**src/rtl/ram_dp_bist.sv**
```systemverilog
// ram_dp_bist: built-in self test around an inferred simple dual-port RAM.
// A run writes a pattern to every address, reads every address back, compares
// each word against the same pattern and reports the mismatch count, the
// first failing address and a pass flag.
//
// Ports:
//   sys_clk        - single clock for all logic
//   sys_rst        - asynchronous, active-high reset (RAM contents are not reset)
//   start          - starts one run when the block is idle
//   mode[1:0]      - pattern select, sampled with start
//   inject_err     - corrupts bit 0 of the word written to address 3, sampled with start
//   busy           - high while writing, reading or draining
//   done           - one-cycle pulse at the end of a run
//   pass           - last run found zero mismatches
//   err_cnt        - mismatch count of the last run (saturates at depth)
//   first_err_addr - address of the first mismatch of the last run
module ram_dp_bist #(
  parameter int unsigned DATA_W   = 8,
  parameter int unsigned ADDR_W   = 5,
  parameter int unsigned READ_LAT = 1
) (
  input  logic              sys_clk,
  input  logic              sys_rst,
  input  logic              start,
  input  logic [1:0]        mode,
  input  logic              inject_err,
  output logic              busy,
  output logic              done,
  output logic              pass,
  output logic [ADDR_W:0]   err_cnt,
  output logic [ADDR_W-1:0] first_err_addr
);

  localparam int unsigned DEPTH = 2 ** ADDR_W;
  localparam logic [ADDR_W:0]   ERR_MAX  = (ADDR_W+1)'(DEPTH);
  localparam logic [ADDR_W-1:0] ADDR_INJ = ADDR_W'(3);
  localparam logic [ADDR_W-1:0] DRAIN_LAST = ADDR_W'(READ_LAT - 1);

  typedef enum logic [2:0] {IDLE, WRITE, READ, DRAIN, DONE} state_t;

  state_t              state_q, state_d;
  logic [ADDR_W-1:0]   cnt_q, cnt_d;
  logic [1:0]          mode_q, mode_d;
  logic                inj_q, inj_d;

  logic                we_c;
  logic [DATA_W-1:0]   wdata_c;

  logic [DATA_W-1:0]   mem [DEPTH];
  logic [DATA_W-1:0]   rd_q;

  // Compare pipeline: stage 1 aligns with the RAM output, stage 2 for READ_LAT=2
  logic                v1_q, v2_q;
  logic [ADDR_W-1:0]   a1_q, a2_q;
  logic [DATA_W-1:0]   d2_q;

  logic                cmp_v_c;
  logic [ADDR_W-1:0]   cmp_a_c;
  logic [DATA_W-1:0]   cmp_d_c;
  logic                mismatch_c;

  logic                busy_d, done_d, pass_d;
  logic [ADDR_W:0]     err_d;
  logic [ADDR_W-1:0]   fea_d;

  // Expected data word for address a under pattern mode m
  function automatic logic [DATA_W-1:0] pattern(input logic [1:0] m,
                                                input logic [ADDR_W-1:0] a);
    logic [DATA_W-1:0] p;
    p = '0;
    case (m)
      2'd0:    p = DATA_W'(a);
      2'd1:    p = ~DATA_W'(a);
      2'd2:    for (int i = 0; i < int'(DATA_W); i++) p[i] = ~(i[0] ^ a[0]);
      default: p = '1;
    endcase
    return p;
  endfunction

  // RAM: write port A and registered read port B share the run address counter
  always_ff @(posedge sys_clk) begin
    if (we_c) mem[cnt_q] <= wdata_c;
    rd_q <= mem[cnt_q];
  end

  assign cmp_v_c    = (READ_LAT == 2) ? v2_q : v1_q;
  assign cmp_a_c    = (READ_LAT == 2) ? a2_q : a1_q;
  assign cmp_d_c    = (READ_LAT == 2) ? d2_q : rd_q;
  assign mismatch_c = cmp_v_c && (cmp_d_c != pattern(mode_q, cmp_a_c));

  // Next state, counters and result registers
  always_comb begin
    state_d = state_q;
    cnt_d   = cnt_q;
    mode_d  = mode_q;
    inj_d   = inj_q;
    we_c    = 1'b0;
    wdata_c = pattern(mode_q, cnt_q);
    err_d   = err_cnt;
    fea_d   = first_err_addr;
    pass_d  = pass;

    if (inj_q && (cnt_q == ADDR_INJ)) wdata_c[0] = ~wdata_c[0];

    case (state_q)
      IDLE: begin
        if (start) begin
          state_d = WRITE;
          cnt_d   = '0;
          mode_d  = mode;
          inj_d   = inject_err;
        end
      end
      WRITE: begin
        we_c  = 1'b1;
        cnt_d = cnt_q + ADDR_W'(1);
        if (cnt_q == '1) state_d = READ;
      end
      READ: begin
        cnt_d = cnt_q + ADDR_W'(1);
        if (cnt_q == '1) state_d = DRAIN;
      end
      DRAIN: begin
        if (cnt_q == DRAIN_LAST) begin
          state_d = DONE;
          cnt_d   = '0;
        end else begin
          cnt_d = cnt_q + ADDR_W'(1);
        end
      end
      DONE:    state_d = IDLE;
      default: state_d = IDLE;
    endcase

    if (state_q == IDLE && start) begin
      err_d  = '0;
      fea_d  = '0;
      pass_d = 1'b0;
    end else if (mismatch_c) begin
      if (err_cnt == '0) fea_d = cmp_a_c;
      if (err_cnt != ERR_MAX) err_d = err_cnt + (ADDR_W+1)'(1);
    end

    // The last compare lands on the edge into DONE, so pass uses the updated count
    if (state_q != DONE && state_d == DONE) pass_d = (err_d == '0);

    busy_d = (state_d == WRITE) || (state_d == READ) || (state_d == DRAIN);
    done_d = (state_d == DONE);
  end

  // State, control and registered outputs
  always_ff @(posedge sys_clk or posedge sys_rst) begin
    if (sys_rst) begin
      state_q        <= IDLE;
      cnt_q          <= '0;
      mode_q         <= '0;
      inj_q          <= 1'b0;
      v1_q           <= 1'b0;
      v2_q           <= 1'b0;
      a1_q           <= '0;
      a2_q           <= '0;
      d2_q           <= '0;
      busy           <= 1'b0;
      done           <= 1'b0;
      pass           <= 1'b0;
      err_cnt        <= '0;
      first_err_addr <= '0;
    end else begin
      state_q        <= state_d;
      cnt_q          <= cnt_d;
      mode_q         <= mode_d;
      inj_q          <= inj_d;
      v1_q           <= (state_q == READ);
      a1_q           <= cnt_q;
      v2_q           <= v1_q;
      a2_q           <= a1_q;
      d2_q           <= rd_q;
      busy           <= busy_d;
      done           <= done_d;
      pass           <= pass_d;
      err_cnt        <= err_d;
      first_err_addr <= fea_d;
    end
  end

endmodule

```
**config.mk**
```make
export PLATFORM = sky130hd
export DESIGN_NAME = ram_dp_bist
export DESIGN_NICKNAME = d
export VERILOG_FILES = /design/src/rtl/ram_dp_bist.sv
export SDC_FILE = /design/constraint.sdc
export NUM_CORES = 1
export LEC_CHECK = 0
export ABC_AREA = 1
export CAP_MARGIN = 20
export CORE_MARGIN = 3
export CORE_UTILIZATION = 60
export CTS_CLUSTER_DIAMETER = 60
export DETAILED_ROUTE_END_ITERATION = 8
export PLACE_DENSITY = 0.77
export SYNTH_ARGS = -nofsm -noshare
export SYNTH_HDL_FRONTEND = slang
export SYNTH_SLANG_ARGS = --single-unit
```
**constraint.sdc**
```tcl
create_clock -name sys_clk -period 3 [get_ports sys_clk]
set_input_delay 0.6 -clock sys_clk [delete_from_list [all_inputs] [get_ports sys_clk]]
set_output_delay 0.6 -clock sys_clk [all_outputs]
set_load 0.02 [all_outputs]
```
==> flow_summary.yaml, run 1 <==
flow_run:
  maxCapViolCount: 0
outcome:
  outcome: "finished clean"
final_layout:
  fin_util_pct: 69.80
  drive_gt1_share_pct: 9.356
  nets: 955
  fillers: 1230
  antenna_cells: 0
  area_growth_pct: 13.33
route:
  m1WireLength_um: 10060
  wl_met3_um: 2255
  avgRoutedWirePerCell_um: 20.29
  top_layer_used: "met4"
  routed_via_density: 6.062
  first_iter_violations: 1014
  dr.pass1.iters: 6
  ant_nets: 0
  routed-wl-met2_um: 11140
  wirelength_um: 24080
  drc: 0
  vias: 7196
critical_path:
  rr_startpoint: "mode_q[1]"
  cp-start-kind: "flip-flop"
  crit_fanout: 17
  path_buf_inv: 2
  crit_path_end_kind: "flip-flop"
  cp-startpoint: "mode_q[1]"
  path_cells: "nor2_4, inv_1, o21ai_0, xor2_2, buf_4"
  crit_type: "reg2reg"
  slowest_stage: "xor2_2"
  slowest_delay_ns: 0.68
  cp_data_arrival_time_ns: 2.80
  critPathRequiredTime_ns: 3.37
  crit_family: "XOR/XNOR gates"
placement:
  place.gp.congestion: 0.8811
  pre_cts_slack_ns: 0.5956
  port_buffers: 19
  hpwl_um: 14710
floorplanning:
  rows: 48
  die_h_um: 139.5
  die_w_um: 139.5
  die_area_sq_um: 19450
  start_util_pct: 61.59
  core_sq_um: 17360
  io_pins: 20
timing:
  hold_viol_final: 0
  period_needed_ns: 2.431
  max_freq_mhz: 411.3
  slew_headroom_pct: 46.07
  fin_tns_setup_ns: 0
  drv_slew: 0
  fin_crit_sh_pct: 81.04
  grt_setup_unrepaired: "false"
  tightest_slew_ns: 0.8082
  setup_viol: 0
  hold_slack_ns: 0.4499
  finClkSkew_ns: 0.01385
  timing.final.ws_setup_ns: 0.5689
clock_tree:
  path_clk_slew_ns: 0.06
  cts_tree: "done"
  clockBufferDepth: 3
  clock_sinks: 262
  worstSkewPairLatency_ns: 0.53
  holdBufCountCts: 0
  post_cts_buffers: 0
  cts_made_buffers: 26
  cts_htree_levels: 1
  cts_resized: 0
  clockRootBuffer: "clkbuf_16"
synthesis:
  syn_nets: 912
  ys_ff_latch: 262
  yosys_warnings: 0
  synth_cells: 899
  ys_types: 33
  ys_seq_area_share_pct: 71.49
  syn_area_sq_um: 10690
  synth_area_per_cell_sq_um: 11.89
grt:
  grt_pass1_vias: 6716
  grt_util_all_layers_pct: 24.69
  grt_pass1_wl_um: 37730
  antenna_found_initial: 0
  grt_max_degree: 55
  grt-ovfl-total: 0
pwr:
  finalPower_uw: 11200
  total_leakage_power_uw: 0.004379
  peakVddDrop_mv: 0.7877
  pwr_density_cell_nw_per_um2: 924.0
hold_path:
  min_path_type: "in2async"
layout by cell type, fill, tap and decap left out, types with 14 or more instances in the layout:
master,instances
nand3_1,31
a221oi_1,14
o22ai_1,57
o21ai_0,126
inv_1,47
clkbuf_16,27
clkdlybuf4s50_1,19
dfrtp_1,30
edfxtp_1,224
nor2_1,157
buf_4,36
nand2_1,101
Yosys cell counts:
cell type,count,area (sq um)
edfxtp_1,224,6726
nand2_1,101,379.1
o211ai_1,3,22.52
inv_2,2,7.510
o21ai_2,2,17.52
nand2_4,2,22.52
a22o_1,6,52.55
xor2_1,5,43.79
a21oi_1,10,50.05
mux2i_1,1,10.01
nor2_4,1,11.26
dfxtp_1,7,140.1
nand3_1,31,155.2
inv_1,47,176.4
clkbuf_1,34,127.6
dfrtp_1,31,775.7
a221oi_1,14,122.6
nor2_1,157,589.3
nor2_2,2,12.51
buf_6,1,11.26
clkinv_1,2,7.510
o21ai_0,126,630.6
nor4_1,2,12.51
o22ai_1,57,356.6
buf_2,1,5.000
buf_4,1,7.510
or2_2,1,6.260
nand3_2,2,20.02
ha_1,7,87.58
nand4_1,5,31.28
nand3b_1,2,15.01
nor3_1,9,45.04
buf_1,3,11.26
layout make-up:
| cell class | instances | area [sq um] | share of cell area (%) |
|---|---|---|---|
| Tap cell | 225 | 281.5 | 2.324 |
| Multi-Input combinational cell | 546 | 2713 | 22.39 |
| Clock inverter | 6 | 61.31 | 0.5060 |
| Timing Repair Buffer | 55 | 460.4 | 3.800 |
| Clock buffer | 42 | 762.0 | 6.289 |
| Sequential cell | 262 | 7646 | 63.11 |
| Inverter | 51 | 191.4 | 1.580 |
cell families after synthesis:
group           share of synthesized area, %
compound gates                         11.72
buf+inv                                3.312
mux                                  0.09364
fa+ha+maj                             0.8193
flops                                  71.49
simple gates                           12.16
xor+xnor                              0.4096
power breakdown:
group          switching, uW  leakage (uW)  internal [uW]
combinational           2280       0.00150            895
sequential               208       0.00248           4700
clock                   1290      0.000399           1820
worst min-delay path: stages:
cell             delay (ns)
clkdlybuf4s50_1        0.39
inv_1                  0.06
buf_4                  0.34
metrics by stage:
stage,instance area [sq um],cells
finish,12120,1187
floorplan,10690,899
detailed placement,11290,1139
global route,12120,1187
global placement,11290,1139
CTS,12120,1187
flip-flops by register name, indices dropped and copies added (netlist names):
signal          flops
a1_q                5
busy                1
cmp_d_c             7
cmp_v_c             1
cnt_q               5
done                1
err_cnt             6
first_err_addr      5
inj_q               1
mem               224
mode_q              2
pass                1
state_q             3
metal layers:
| metal | global-route usage, % | vias to the layer above |
|---|---|---|
| met5 | 0 | - |
| met4 | 8.084 | 0 |
| met3 | 3.711 | 42 |
| met2 | 37.51 | 376 |
| met1 | 37.36 | 3452 |
| li1 | - | 3326 |
path summary, 6_finish.rpt:
kind	endpoint	slack [ns]	depth (start not counted)
max in group asynchronous	cnt_q[0]	2.24	3
worst min-delay path	first_err_addr[3]	0.45	3
worst max register to register	mem[16][0]	0.57	5
min in group sys_clk	first_err_addr[3]	0.51	2
worst max-delay path	mem[16][0]	0.57	5
worst min register to register	first_err_addr[3]	0.51	2
Note: power is estimated with default switching activity, not from simulation.
==> inputs of run 2 (changes only) <==
==> constraint.sdc (replaced) <==
create_clock -name sys_clk -period 2.37 [get_ports sys_clk]
set_input_delay 0.474 -clock sys_clk [delete_from_list [all_inputs] [get_ports sys_clk]]
set_output_delay 0.474 -clock sys_clk [all_outputs]
set_load 0.02 [all_outputs]
==> run 2 against run 1 <==
  * Clock power is 41% higher
  * Combinational power rose by 36%
  * Die area stayed put
  * Final cell count grew 3.5%
  * Global-route usage down 0.062 points
  * Core utilization up 2.7 points
  * Setup slack got worse by 0.41 ns
  * Count of clock-buffer cells in the layout shrank 14
  * Final area rose by 3.9%
  * Highest routed layer unchanged
==> flow_summary.yaml, run 2 (synthesized netlist as in run 1, its figures left out) <==
outcome:
  outcome: "finished clean"
pwr:
  peakVddDrop_mv: 0.8379
  pwr_density_cell_nw_per_um2: 1181
  total_leakage_power_uw: 0.004657
clock_tree:
  clock_sinks: 262
  clockRootBuffer: "clkbuf_16"
  clockBufferDepth: 3
  cts_htree_levels: 1
  cts_made_buffers: 27
  path_clk_slew_ns: 0.06
  post_cts_buffers: 0
  cts_tree: "done"
  worstSkewPairLatency_ns: 0.53
final_layout:
  final_common_cell: "edfxtp_1"
  largest_reg_flops: 224
  final_cell_mix: "edfxtp_1, nor2_1, o21ai_0"
  fin_area_sq_um: 12580
  regMostFlops: "mem"
  drive_gt1_share_pct: 13.96
  fillers: 1164
  antenna_cells: 0
  area_growth_pct: 17.71
  nets: 995
  final_cell_count_no_fill: 1228
timing:
  hold_slack_ns: 0.3298
  tightest_slew_ns: 0.9582
  fin_tns_setup_ns: 0
  fin_crit_sh_pct: 93.31
  finClkSkew_ns: 0.006948
  hold_viol_final: 0
  grt_setup_unrepaired: "false"
  drv_slew: 0
  setup_viol: 0
  period_needed_ns: 2.211
  slew_headroom_pct: 36.12
  max_freq_mhz: 452.2
placement:
  dpl.cell_count: 1178
  dpl_cell_area_sq_um: 11630
  hpwl_um: 15120
  port_buffers: 19
  place.gp.congestion: 0.8458
floorplanning:
  start_util_pct: 61.59
  die_area_sq_um: 19450
  die_h_um: 139.5
  io_pins: 20
  die_w_um: 139.5
  rows: 48
  core_sq_um: 17360
route:
  vias: 7302
  avgRoutedWirePerCell_um: 19.65
  dr.pass1.iters: 5
  first_iter_violations: 698
  drc: 0
  routed_via_density: 5.946
  wirelength_um: 24130
  ant_nets: 0
critical_path:
  crit_type: "reg2reg"
  slowest_stage: "a21oi_2"
  crit_fanout: 17
  path_buf_inv: 3
  path_cells: "inv_1, nand2_1, inv_1, nand2_1, o21ai_0, a21oi_2, buf_12"
  slowest_delay_ns: 0.73
  crit_path_end_kind: "flip-flop"
  critPathRequiredTime_ns: 2.75
  cp-start-kind: "flip-flop"
  cp_data_arrival_time_ns: 2.59
  crit_family: "compound AO/OA/AOI/OAI gates"
grt:
  antenna_found_initial: 0
  grt_pass1_wl_um: 37950
  grt_util_all_layers_pct: 24.62
  grt_pass1_vias: 6984
  grt_max_degree: 75
  grt-ovfl-total: 0
hold_path:
  min_path_type: "in2async"
flow_run:
  maxCapViolCount: 0
run 2: final timing paths:
kind,cells after the start,endpoint,startpoint,slack [ns]
max,7,mem[26][1],mode_q[0],0.16
min,2,inj_q,sys_rst,0.33
max reg2reg,7,mem[26][1],mode_q[0],0.16
min reg2reg,1,cmp_v_c,state_q[0],0.51
max in group asynchronous,3,a1_q[0],sys_rst,1.48
min in group sys_clk,3,inj_q,inject_err,0.50
run 2: per-layer routing:
layer | vias to the layer above | global-route usage [%] | share of wire, %
li1 | 3413 | - | -
met1 | 3480 | 36.02 | 42
met2 | 348 | 38.73 | 47
met3 | 61 | 3.780 | 8.2
met4 | 0 | 7.930 | 2.9
met5 | - | 0 | 0
run 2: timing repair:
item,in CTS,in global routing
setup endpoints to repair,0,4
resized for setup,0,1
hold endpoints to repair,0,0
hold buffers,0,0
run 2: final cells by class:
type	count	area (sq um)	share of cell area, %
inverter	51	191.4	1.521
tap	225	281.5	2.237
clock buffer	28	679.4	5.399
clock inverter	22	257.7	2.048
timing repair buffer	94	803.3	6.384
sequential	262	7646	60.76
multi-input combinational	546	2724	21.65
run 2: where the power goes:
group / internal [uW] / switching, uW / leakage [uW] / total, uW
logic: 1360 / 2950 / 0.00173 / 4310
clock network: 2640 / 1740 / 0.000453 / 4380
registers: 5940 / 213 / 0.00248 / 6160
total: 9950 / 4910 / 0.00466 / 14900
run 2: metrics by stage:
step	power, uW	setup slack [ns]	utilization, %
floorplan	8694	0.08137	-
global placement	10360	0.2491	67.03
detailed placement	10460	0.1688	67.03
CTS	14830	0.1698	72.43
global route	15530	0.01652	72.50
finish	14860	0.1585	72.50
==> variant 1, RTL diff (config.mk and constraints of run 1) <==
Compare `cnt_q` against `ADDR_INJ` with >= in place of ==.
--- a/src/rtl/ram_dp_bist.sv
+++ b/src/rtl/ram_dp_bist.sv
@@ -101,5 +101,5 @@
     pass_d  = pass;
 
-    if (inj_q && (cnt_q == ADDR_INJ)) wdata_c[0] = ~wdata_c[0];
+    if (inj_q && (cnt_q >= ADDR_INJ)) wdata_c[0] = ~wdata_c[0];
 
     case (state_q)
Formal check against the unedited RTL: same outputs for any inputs over 10 cycles, from zero or initial values and one cycle with sys_rst high; that may be too few to reach the edited logic, so the function may still have changed.
==> variant 1 against run 1 <==
Design area about the same. Via count down 1.2%. Synthesized area up 0.53%. Setup slack worse by 0.056 ns. Synthesized cell count up 0.89%. Wire length down 2.8%. Sequential share of layout area up 0.059 points. Critical endpoint is now cmp_d_c[4]. Sequential cell count unchanged. Critical path depth up 3. Fmax down 2.3%. Cell count unchanged.
Power is not compared: it rests on default switching activity, and its combinational part moved more than twofold at a synthesized area within 25%.
==> variant 1: results (changes against run 1) <==
yosys_warnings: 0  # unchanged
synth_edf_count: 224  # unchanged
yosysSeqAreaShare_pct: 71.1  # was 71.5%
synth_nets: 920  # was 912
synthAdderAreaFrac_pct: 0.815  # was 0.819%
ctsResizeCount: 0  # unchanged
m1WireLength_um: 9870  # was 10100 um
worstReg2RegEnd: "cmp_d_c[4]"  # was mem[16][0]
wl_met3_um: 1720  # was 2260 um
worst_pin_slew_ns: 0.749  # was 0.808 ns
dr.first_iter.drc_count: 710  # was 1014
drive_gt1_share_pct: 8.84  # was 9.36%
critPathMaxFanout: 58  # was 17
worstRegToRegCells: 8  # was 5
crit_type: "reg2reg"  # unchanged
grtUsageMet1_pct: 35.2  # was 37.4%
grt_pass1_wl_um: 37300  # was 37700 um
gp_congestion: 0.931  # was 0.881
clock_latency_ns: 0.52
synth_commonest_cells: "edfxtp_1 (224), nor2_1 (163), o21ai_0 (121), nand2_1 (107), o22ai_1 (58)"  # was edfxtp_1 (224), nor2_1 (157), o21ai_0 (126), nand2_1 (101), o22ai_1 (57)
crit_start: "cnt_q[0]"  # was mode_q[1]
cp.arrival_ns: 2.88  # was 2.80 ns
post-dp-hpwl_um: 14600  # was 14700 um
status: "completed"  # unchanged
syn_area_per_cell_um2: 11.8  # was 11.9 um^2
antennaDiodeCount: 0  # unchanged
grt_max_degree: 59  # was 55
wl_met2_um: 11100  # about the same
cellLeakagePower_uw: 0.00431
ys_types: 36  # was 33
yosys-top-cells-area: "edfxtp_1 (63%), dfrtp_1 (7.2%), nor2_1 (5.7%), o21ai_0 (5.6%), nand2_1 (3.7%)"  # was edfxtp_1 (63%), dfrtp_1 (7.3%), o21ai_0 (5.9%), nor2_1 (5.5%), nand2_1 (3.5%)
fin_skew_ns: 0.0100  # was 0.0139 ns
wl_per_cell_um: 19.7  # was 20.3 um
min-delay-path-class: "reg2reg"  # was in2async
root_buffer: "clkbuf_16"  # unchanged
met2_usage_pct: 37.6  # was 37.5%
vias: 7109  # was 7196
critPathMaxStageDelay_ns: 0.58  # was 0.68 ns
drt-vias-per-instance: 5.99  # was 6.06
crit_family: "compound AO/OA/AOI/OAI gates"  # was XOR/XNOR gates
clkSlewWorstSetupHoldPaths_ns: 0.06  # about the same
nNetsFinal: 956  # was 955
synth-xor-area-share_pct: 0.570  # was 0.410%
grt_pass1_vias: 6808  # was 6716
slowest_stage: "dfrtp_4"  # was xor2_2
ir_worst_vdd_mv: 0.449
grt_util_met3_pct: 3.61  # was 3.71%
grt_use_total_pct: 24.1  # was 24.7%
dp_worst_setup_slack_ns: 0.472  # was 0.596 ns
min_period_ns: 2.49  # was 2.43 ns
synth-compound-area-share_pct: 11.4  # was 11.7%
synth.area.mux_share_pct: 0  # was 0.0936%
variant 1: changes by cell type after synthesis, sizes merged, moves of 2 or more:
cell / run 1 / this run
nor2: 160 / 170
xor2: 5 / 7
a21oi: 10 / 3
nand2: 103 / 109
o21ai: 128 / 124
nor4: 2 / 0
o211ai: 3 / 6
nand3: 33 / 31
clkbuf: 34 / 36
variant 1: where the power goes:
group | leakage, uW | internal (uW) | switching (uW)
logic | 0.00144 | 185 | 432
clock network | 0.000381 | 1770 | 1270
registers | 0.00249 | 4090 | 39.3
variant 1: layout make-up:
class                           count  area [um^2]
Fill cell                        1235         5310
Sequential cell                   262         7650
Tap cell                          225          282
Multi-Input combinational cell    553         2750
Clock inverter                      7         62.6
Inverter                           50          188
Timing Repair Buffer               50          438
Clock buffer                       40          734
variant 1: metrics by stage:
step,cell area (um^2),hold WS (ns),power (uW)
after CTS,12100,0.503,7820
final,12100,0.494,7790
after global routing,12100,0.546,8050
after detailed placement,11300,0.488,4810
after floorplan,10700,0.352,4570
after global placement,11300,0.481,4790
==> variant 2, RTL diff (settings of run 1) <==
Without the edit above. Set the parameter `DATA_W` to 10 (it was 8).
--- a/src/rtl/ram_dp_bist.sv
+++ b/src/rtl/ram_dp_bist.sv
@@ -16,5 +16,5 @@
 //   first_err_addr - address of the first mismatch of the last run
 module ram_dp_bist #(
-  parameter int unsigned DATA_W   = 8,
+  parameter int unsigned DATA_W   = 10,
   parameter int unsigned ADDR_W   = 5,
   parameter int unsigned READ_LAT = 1
Behaviour: no difference found for any inputs over 10 cycles, from zero or initial values and one cycle with sys_rst high; that may be too few to reach the edited logic, so the function may still have changed.
==> variant 2 against run 1 <==
Utilization rose by 0.21 points. Critical path depth unchanged. Synthesized cell count down 1.1%. Setup slack lost 0.13 ns. Design area is 0.30% higher. Global-route usage increased by 0.62 points. Sequential cell count did not move. Clock power up 5%. Power increased by 1.7%. Non-clock buffer count shrank 3. Wire length is 1.4% higher. Synthesized area barely moved.
==> variant 2: results (changes against run 1) <==
status: "completed"  # unchanged
syn_area_per_cell_um2: 12.0  # was 11.9 um^2
synth_commonest_cells: "edfxtp_1 (224), nor2_1 (153), o21ai_0 (124), nand2_1 (93), o22ai_1 (57)"  # was edfxtp_1 (224), nor2_1 (157), o21ai_0 (126), nand2_1 (101), o22ai_1 (57)
post-dp-hpwl_um: 14900  # was 14700 um
share_comb_of_total_power_pct: 28.2  # was 28.4%
synth_nets: 902  # was 912
yosys-top-cells-area: "edfxtp_1 (63%), dfrtp_1 (7.3%), o21ai_0 (5.8%), nor2_1 (5.4%), o22ai_1 (3.3%)"  # was edfxtp_1 (63%), dfrtp_1 (7.3%), o21ai_0 (5.9%), nor2_1 (5.5%), nand2_1 (3.5%)
crit_end: "mem[27][0]"  # was mem[16][0]
fin_skew_ns: 0.0106  # was 0.0139 ns
clkSlewWorstSetupHoldPaths_ns: 0.06  # about the same
synth_edf_count: 224  # unchanged
vias: 7268  # was 7196
regArea_mm2: 0.00764  # was 0.00765 mm^2
grt_use_total_pct: 25.3  # was 24.7%
synth-compound-area-share_pct: 11.7  # about the same
gp_congestion: 0.873  # was 0.881
clk-power_uw: 3280  # was 3110 uW
synth.area.mux_share_pct: 0.0937  # was 0.0936%
firstDrtPassIters: 5  # was 6
crit_start: "mode_q[0]"  # was mode_q[1]
fin_crit_sh_pct: 85.3  # was 81.0%
grt_pass1_wl_um: 38600  # was 37700 um
ir_worst_vdd_mv: 0.666  # was 0.788 mV
dp_cells: 1126  # was 1139
cp.arrival_ns: 2.91  # was 2.80 ns
grt_pass1_vias: 7014  # was 6716
num-fill-cells: 1208  # was 1230
grt_max_degree: 80  # was 55
ys_types: 34  # was 33
critPathMaxStageDelay_ns: 0.79  # was 0.68 ns
rrSetupSlack_ns: 0.44  # was 0.57 ns
cellLeakagePower_uw: 0.00437  # was 0.00438 uW
wirelength_um: 24400  # was 24100 um
synth-xor-area-share_pct: 0.656  # was 0.410%
drive_gt1_share_pct: 9.59  # was 9.36%
synthAdderAreaFrac_pct: 0.820  # was 0.819%
power.switching_uw: 3810  # was 3780 uW
dp_worst_setup_slack_ns: 0.511  # was 0.596 ns
yosysSeqAreaShare_pct: 71.6  # was 71.5%
root_buffer: "clkbuf_16"  # unchanged
finalNonFillerCells: 1174  # was 1187
cts_buffers: 26  # unchanged
whs_ns: 0.493  # was 0.450 ns
dpl_cell_area_mm2: 0.0113  # about the same
dr.first_iter.drc_count: 793  # was 1014
nNetsFinal: 942  # was 955
async_reset_ff_share_pct: 11.8  # unchanged
variant 2: changes by cell type in the layout (fill, tap and decap cells not counted), moves of 3 or more:
cell              run 1  this run
inv_1                47        42
inv_2                 3         6
clkinv_1              1         7
nor2_1              157       153
buf_4                36        31
clkbuf_1             12         6
clkbuf_8              3         0
xor2_1                4         7
nand2_1             101        93
bufinv_16             1         4
variant 2: cell type report:
class                      instances  area share, %
sequential                       262           62.9
inverter                          48           1.48
multi-input combinational        539           22.4
clock inverter                    15           1.37
clock buffer                      33           5.75
timing repair buffer              52           3.81
tap                              225           2.32
variant 2: layer usage:
| metal | vias to the layer above | GRT usage [%] | part of all wire (%) |
|---|---|---|---|
| met1 | 3505 | 36.5 | 41 |
| li1 | 3306 | - | - |
| met5 | - | 0 | 0 |
| met4 | 0 | 10.8 | 3.9 |
| met2 | 391 | 38.8 | 46 |
| met3 | 66 | 4.33 | 9.6 |
